--- src/rtl/c2n_multicast_sequencer.sv ---
// Multicast-to-unicast sequencer: latches one service message plus a tile mask and
// replays the payload once per set mask bit, lowest tile first, under downstream backpressure.
module c2n_multicast_sequencer #(
    parameter int DEST_WIDTH = 16,
    parameter int MSG_WIDTH  = 32
) (
    input  logic                  clk,
    input  logic                  reset,
    input  logic [MSG_WIDTH-1:0]  in_message,
    input  logic [DEST_WIDTH-1:0] in_destination,
    input  logic                  in_valid,
    output logic                  in_available,
    input  logic                  network_available,
    output logic [MSG_WIDTH-1:0]  message_out,
    output logic                  message_out_valid,
    output logic [DEST_WIDTH-1:0] destination_valid,
    output logic                  message_out_last,
    output logic                  busy,
    output logic                  empty_mask_err,
    output logic                  protocol_err
);

    typedef enum logic [0:0] {
        ST_IDLE = 1'b0,
        ST_SEND = 1'b1
    } state_t;

    localparam logic [DEST_WIDTH-1:0] DEST_ZERO = {DEST_WIDTH{1'b0}};
    localparam logic [DEST_WIDTH-1:0] DEST_ONE  = {{(DEST_WIDTH-1){1'b0}}, 1'b1};
    localparam logic [MSG_WIDTH-1:0]  MSG_ZERO  = {MSG_WIDTH{1'b0}};

    state_t                r_state;
    state_t                w_state_nxt;
    logic [MSG_WIDTH-1:0]  r_msg;
    logic [MSG_WIDTH-1:0]  w_msg_nxt;
    logic [DEST_WIDTH-1:0] r_pending;
    logic [DEST_WIDTH-1:0] w_pending_nxt;
    logic                  r_empty_err;
    logic                  w_empty_err_nxt;
    logic                  r_protocol_err;
    logic                  w_protocol_err_nxt;
    logic [DEST_WIDTH-1:0] w_sel;
    logic [DEST_WIDTH-1:0] w_rest;

    // Two's-complement trick isolates the lowest set bit of the pending mask.
    assign w_sel  = r_pending & (~r_pending + DEST_ONE);
    assign w_rest = r_pending & ~w_sel;

    assign empty_mask_err = r_empty_err;
    assign protocol_err   = r_protocol_err;

    // State and datapath registers with synchronous active-low reset.
    always_ff @(posedge clk) begin
        if (!reset) begin
            r_state        <= ST_IDLE;
            r_msg          <= MSG_ZERO;
            r_pending      <= DEST_ZERO;
            r_empty_err    <= 1'b0;
            r_protocol_err <= 1'b0;
        end else begin
            r_state        <= w_state_nxt;
            r_msg          <= w_msg_nxt;
            r_pending      <= w_pending_nxt;
            r_empty_err    <= w_empty_err_nxt;
            r_protocol_err <= w_protocol_err_nxt;
        end
    end

    // Next-state and beat outputs; network_available only affects outputs while sending.
    always_comb begin
        w_state_nxt        = r_state;
        w_msg_nxt          = r_msg;
        w_pending_nxt      = r_pending;
        w_empty_err_nxt    = 1'b0;
        w_protocol_err_nxt = r_protocol_err;
        in_available       = 1'b0;
        busy               = 1'b0;
        message_out        = MSG_ZERO;
        message_out_valid  = 1'b0;
        destination_valid  = DEST_ZERO;
        message_out_last   = 1'b0;

        case (r_state)
            ST_IDLE: begin
                in_available = 1'b1;
                if (in_valid) begin
                    if (in_destination != DEST_ZERO) begin
                        w_msg_nxt     = in_message;
                        w_pending_nxt = in_destination;
                        w_state_nxt   = ST_SEND;
                    end else begin
                        w_empty_err_nxt = 1'b1;
                    end
                end else begin
                    w_state_nxt = ST_IDLE;
                end
            end
            ST_SEND: begin
                busy              = 1'b1;
                message_out       = r_msg;
                message_out_valid = network_available;
                if (in_valid) begin
                    w_protocol_err_nxt = 1'b1;
                end else begin
                    w_protocol_err_nxt = r_protocol_err;
                end
                if (network_available) begin
                    destination_valid = w_sel;
                    message_out_last  = (w_rest == DEST_ZERO);
                    w_pending_nxt     = w_rest;
                    if (w_rest == DEST_ZERO) begin
                        w_state_nxt = ST_IDLE;
                    end else begin
                        w_state_nxt = ST_SEND;
                    end
                end else begin
                    w_pending_nxt = r_pending;
                end
            end
            default: begin
                w_state_nxt   = ST_IDLE;
                w_pending_nxt = DEST_ZERO;
            end
        endcase
    end

endmodule
--- config.mk ---
export PLATFORM = sky130hd
export DESIGN_NAME = c2n_multicast_sequencer
export DESIGN_NICKNAME = d
export VERILOG_FILES = /design/src/rtl/c2n_multicast_sequencer.sv
export SDC_FILE = /design/constraint.sdc
export NUM_CORES = 1
export LEC_CHECK = 0
export ABC_AREA = 1
export CAP_MARGIN = 25
export CORE_MARGIN = 2
export CORE_UTILIZATION = 44
export CTS_CLUSTER_DIAMETER = 80
export DETAILED_ROUTE_END_ITERATION = 10
export HOLD_SLACK_MARGIN = 0.05
export PLACE_DENSITY_LB_ADDON = 0.08
export RECOVER_POWER = 25
export SKIP_LAST_GASP = 1
export SLEW_MARGIN = 15
export SYNTH_ARGS = -nofsm -noshare
export SYNTH_HDL_FRONTEND = slang
export SYNTH_SLANG_ARGS = --single-unit
--- constraint.sdc ---
create_clock -name clk -period 1.9 [get_ports clk]
set_input_delay 0.38 -clock clk [delete_from_list [all_inputs] [get_ports clk]]
set_output_delay 0.38 -clock clk [all_outputs]
set_load 0.005 [all_outputs]
# [Yosys cells after proc, flatten, opt, wreduce, memory -nomap -nowiden]
# Cells that the tools add are included.
[word_totals] ff_bits=51 output_inout_bits=54
[op_classes] n_reduce_logical=6 eq_ne=3 mux=18 n_addsub=1 n_bitwise=7
[op_table] op="16-bit 2-to-1 mux" count=5
[op_table] op="16-bit bitwise AND" count=2
[op_table] op="32-bit 2-to-1 mux" count=1
[op_table] op="16-bit inverter" count=2
[op_table] op="16-bit one-hot mux with 2 select lines" count=1
[op_table] op="16-bit by 1-bit adder with 16-bit output, second input constant" count=1
[op_table] op="16-bit zero test" count=1
[op_table] op="16-bit nonzero test" count=1
[op_table] op="1-bit 2-to-1 mux" count=10
[op_table] op="2-bit inequality test, second input constant" count=3
[op_table] op="3-bit AND reduction" count=2
[op_table] op="1-bit inverter" count=3
[op_table] op="3-bit OR reduction" count=1
[op_table] op="1-bit one-hot mux with 2 select lines" count=1
[op_table] op="2-bit AND reduction" count=1

# [Depth between registers and ports, before layout]
[depth] word_depth=9 mapped_depth=10 ltp_nobuf=10

# [Worst setup path before layout]
# OpenSTA, ideal clock, no wires.
[synth_path] path_kind="reg2out" start="register r_pending[3]" end="output port message_out_last" path_slack_ns=0.331 n_path_buf=0 path_stages_with_launch=10 t_required_ns=1.520 arrival_ns=1.189 path_cell_list="dfxtp_1 -> nor2_1 -> nand2_2 -> nor2_4 -> nand2_1 -> nand2_1 -> nand3_1 -> nor2_1 -> nand2_1 -> nor2_1"
[synth_between] elab_chain_len=8
[synth_lines] element="start: declaration" line="36" rtl="logic [DEST_WIDTH-1:0] r_pending;"
[synth_lines] element="start signal: assignment" line="63" rtl="r_pending <= w_pending_nxt;"
[synth_lines] element="16-bit inverter" line="46" rtl="assign w_sel = r_pending & (~r_pending + DEST_ONE);"
[synth_lines] element="16-bit by 1-bit adder with 16-bit output" line="46"
[synth_lines] element="16-bit bitwise AND" line="46"
[synth_lines] element="16-bit inverter" line="47" rtl="assign w_rest = r_pending & ~w_sel;"
[synth_lines] element="16-bit bitwise AND (*)" line="47"
[synth_lines] element="16-bit zero test (*)" line="109" rtl="message_out_last = (w_rest == DEST_ZERO);"
[synth_lines] element="1-bit 2-to-1 mux (*)" line="107" rtl="if (network_available) begin"
[synth_lines] element="1-bit 2-to-1 mux (*)" line="83" rtl="case (r_state)"
[synth_lines] element="end: declaration" line="17" rtl="output logic message_out_last,"
# Every way passes the cells marked *; elsewhere a longest branch is shown, timed or not.

# [Worst setup path in the final report]
[layout_path] start="register r_pending[0]" end="output port message_out_last"
# Same word-level chain as after synthesis.

==> run summary <==
TNS Setup: -1.050 ns
First-pass GRT wire length: 12.72 mm
Mean post-synth cell area: 6.256 um^2
Relative slew slack: 43.00%
Initial core utilization: 45.07%
Worst Skew: 0.003473 ns
Fraction of the mapped netlist area in adder cells: 0%
Xor/xnor cell area share of the yosys netlist: 0%
Arr. time, crit path: 1.87 ns
Syn_nets: 476
Core area: 5886 um^2
Min cycle time layout: 2.250 ns
Die width: 81.65 um
I/O Buffers: 105
Fillers: 452
Die area: 6666 um^2
Final WL: 8.989 mm
H-tree depth: 2
CP Class: flop to primary output
Leak pwr: 0.002766 uW
Slew Viols, Final: 0
Largest net degree at the start of global routing: 48
Post-synth cell types: 23
Fin nets: 643
Post-synthesis sequential area ratio: 38.49%
Post-route ant nets: 0
Initial antenna violation count: 0
Num CTS Buffers: 5
Area grow syn2layout: 72.36%
Initial DRC Count: 177
GRT Resource Usage Total: 24.18%
# DRC: 0
Largest family of logic cells by synthesized area: simple AND/OR/NAND/NOR gates
Mapped Cells: 424
First drt pass iteration count: 4
Placer Congestion: 0.8543
CTS Buffer Depth: 2
Area of the multi-input gates: 1433 um^2
Worst-path fanout max: 5
WP data required: 1.52 ns
Clk_lat worst skew: 0.30 ns
IO Pins: 106
Fraction of layout cells with a size suffix above 1: 23.18%
Netlist Area Pre-Place: 2653 um^2
Unrepaired setup endpoints after global routing: true
Via count: 3,281
Worst-path clk slew: 0.09 ns
Grt ovf: 0
CTS tree: yes
Hold Slack: 0.4805 ns
Fin crit share: 118.4%
Synth warnings: 0
Crit-path max cell delay: 0.35 ns
Compound-Gate Fraction of Synth Area: 14.62%
Hold violation total from the final report: 0
CTS root buf: clkbuf_8
CTS sink cnt: 51
Die Span Y: 81.65 um
Max Fclk: 0.4444 GHz
Vias in the first global route: 2,763
P per Cell Area: 671.1 nW/um^2
Crit path max-delay cell type: dfxtp_2
Via density: 4.926
DR WL/cell: 13.50 um
Inserted Diodes: 0
Mux contribution to synthesized area: 0%
Setup crit start kind: flop
Maxcap violations: 0
Failing checks: setup timing
Reg area: 1026 um^2
Simple-gate portion of the synthesized area: 34.39%
Worst hold path type: flop to flop
# setup viols final: 13
Max VDD drop: 0.3946 mV
Worst slew pin tran: 0.8551 ns
PnR worst setup slack: -0.3502 ns
Status: finished with violations
Synth Register Bits: 51
Core Rows: 28
CTS Hold Bufs: 0
HPWL Detailed: 5.760 mm
Crit. End Element: primary output
Cells along the critical path: nor2_4, nand2_4, nor2_4, nand2_2, nand2_1, nand3_1, nor2_1, nand2_1, nor2_2, buf_2
-- registers in the layout, summed over array words and instances, names as in the netlist --
| signal | cells |
|---|---|
| empty_mask_err | 1 |
| r_msg | 32 |
| protocol_err | 1 |
| r_pending | 16 |
| r_state | 1 |
-- routing by layer --
metal	track usage, %	wire length [um]	up-vias
met5	0	0	-
met4	5.333	129	0
met3	4.066	607	15
met2	40.98	4402	119
met1	32.36	3849	1495
li1	-	-	1652
-- through the flow --
stage / util [%] / worst slack (ns) / instances / area (um^2) / total power, uW
4_1_cts: 74.53 / -0.2312 / 656 / 4387 / 2985
3_5_place_dp: 70.66 / -0.4537 / 644 / 4159 / 2174
6_report: 77.68 / -0.3502 / 666 / 4572 / 3068
5_1_grt: 77.68 / -0.4592 / 666 / 4572 / 3222
3_3_place_gp: 70.66 / -0.4342 / 644 / 4159 / 2158
2_1_floorplan: - / 0.3305 / 424 / 2653 / 1693
-- synth_stat cells --
| cell type | instances | share of area [%] |
|---|---|---|
| o21ai_0 | 51 | 9.6 |
| inv_2 | 1 | 0.14 |
| nand2_4 | 2 | 0.85 |
| a31oi_1 | 4 | 0.94 |
| nand2_1 | 89 | 13 |
| nor3_1 | 8 | 1.5 |
| nor2_4 | 3 | 1.3 |
| a21oi_1 | 17 | 3.2 |
| buf_1 | 4 | 0.57 |
| dfxtp_1 | 51 | 38 |
| nand2_2 | 1 | 0.24 |
| o211ai_1 | 3 | 0.85 |
| nor2_1 | 102 | 14 |
| nand3_1 | 14 | 2.6 |
| buf_4 | 1 | 0.28 |
| inv_1 | 53 | 7.5 |
| clkbuf_1 | 9 | 1.3 |
| clkbuf_2 | 1 | 0.19 |
| nand3_2 | 1 | 0.38 |
| inv_4 | 1 | 0.24 |
| nor4_1 | 2 | 0.47 |
| buf_2 | 1 | 0.19 |
| buf_6 | 5 | 2.1 |
-- cell families after synthesis --
group           count (synthesis)
flops                          51
simple gates                  222
buf+inv                        76
compound gates                 75
-- worst paths after layout --
path                     start          endpoint  slack [ns]  cells after the start
setup / recovery  r_pending[0]  message_out_last       -0.35                     10
hold / removal    protocol_err      protocol_err        0.48                      2
setup reg to reg       r_state         r_msg[14]        0.13                      8
hold reg to reg   protocol_err      protocol_err        0.48                      2
-- cells in the final DEF, fill, tap and decap left out, types with 4 or more instances in the layout --
master            n
a31oi_1           4
clkbuf_8          5
buf_2            12
dlygate4sd2_1     5
nor2_2            9
nor2_1           90
nand2_1          80
nor3_2            5
buf_6             5
dfxtp_2           4
inv_1            51
nor2_4            6
nand3_1          13
buf_4            60
a21oi_1          17
clkbuf_1          4
o21ai_0          51
clkdlybuf4s50_1  50
nand2_2           9
clkbuf_2          5
dlymetal6s2s_1   31
dfxtp_1          47
-- report_power, final --
group,switching (uW),internal [uW]
combinational,544,548
sequential,73.2,1170
clock,346,387
total,963,2110
-- layout make-up --
type / instances / share of cell area [%]
inverter: 55 / 4.680
tap: 75 / 2.053
multi-input combinational: 297 / 31.34
sequential: 51 / 22.44
clock buffer: 6 / 1.587
clock inverter: 1 / 0.6568
timing repair buffer: 181 / 37.25
-- worst max-delay path: cells and delay by family, from the launching register on --
| kind | cells | cell delay [ns] |
|---|---|---|
| and+or+nand+nor | 9 | 1.09 |
| DFF | 1 | 0.35 |
| buffers and inverters | 1 | 0.13 |
-- timing repair --
item                                    in CTS  in global routing
buffers inserted                             4                 11
resized for setup                           76                 75
endpoints found under the setup margin      51                 48
gates cloned                                 2                  1
pin swaps                                   12                 12
No activity file was read; power rests on OpenSTA's default activity.
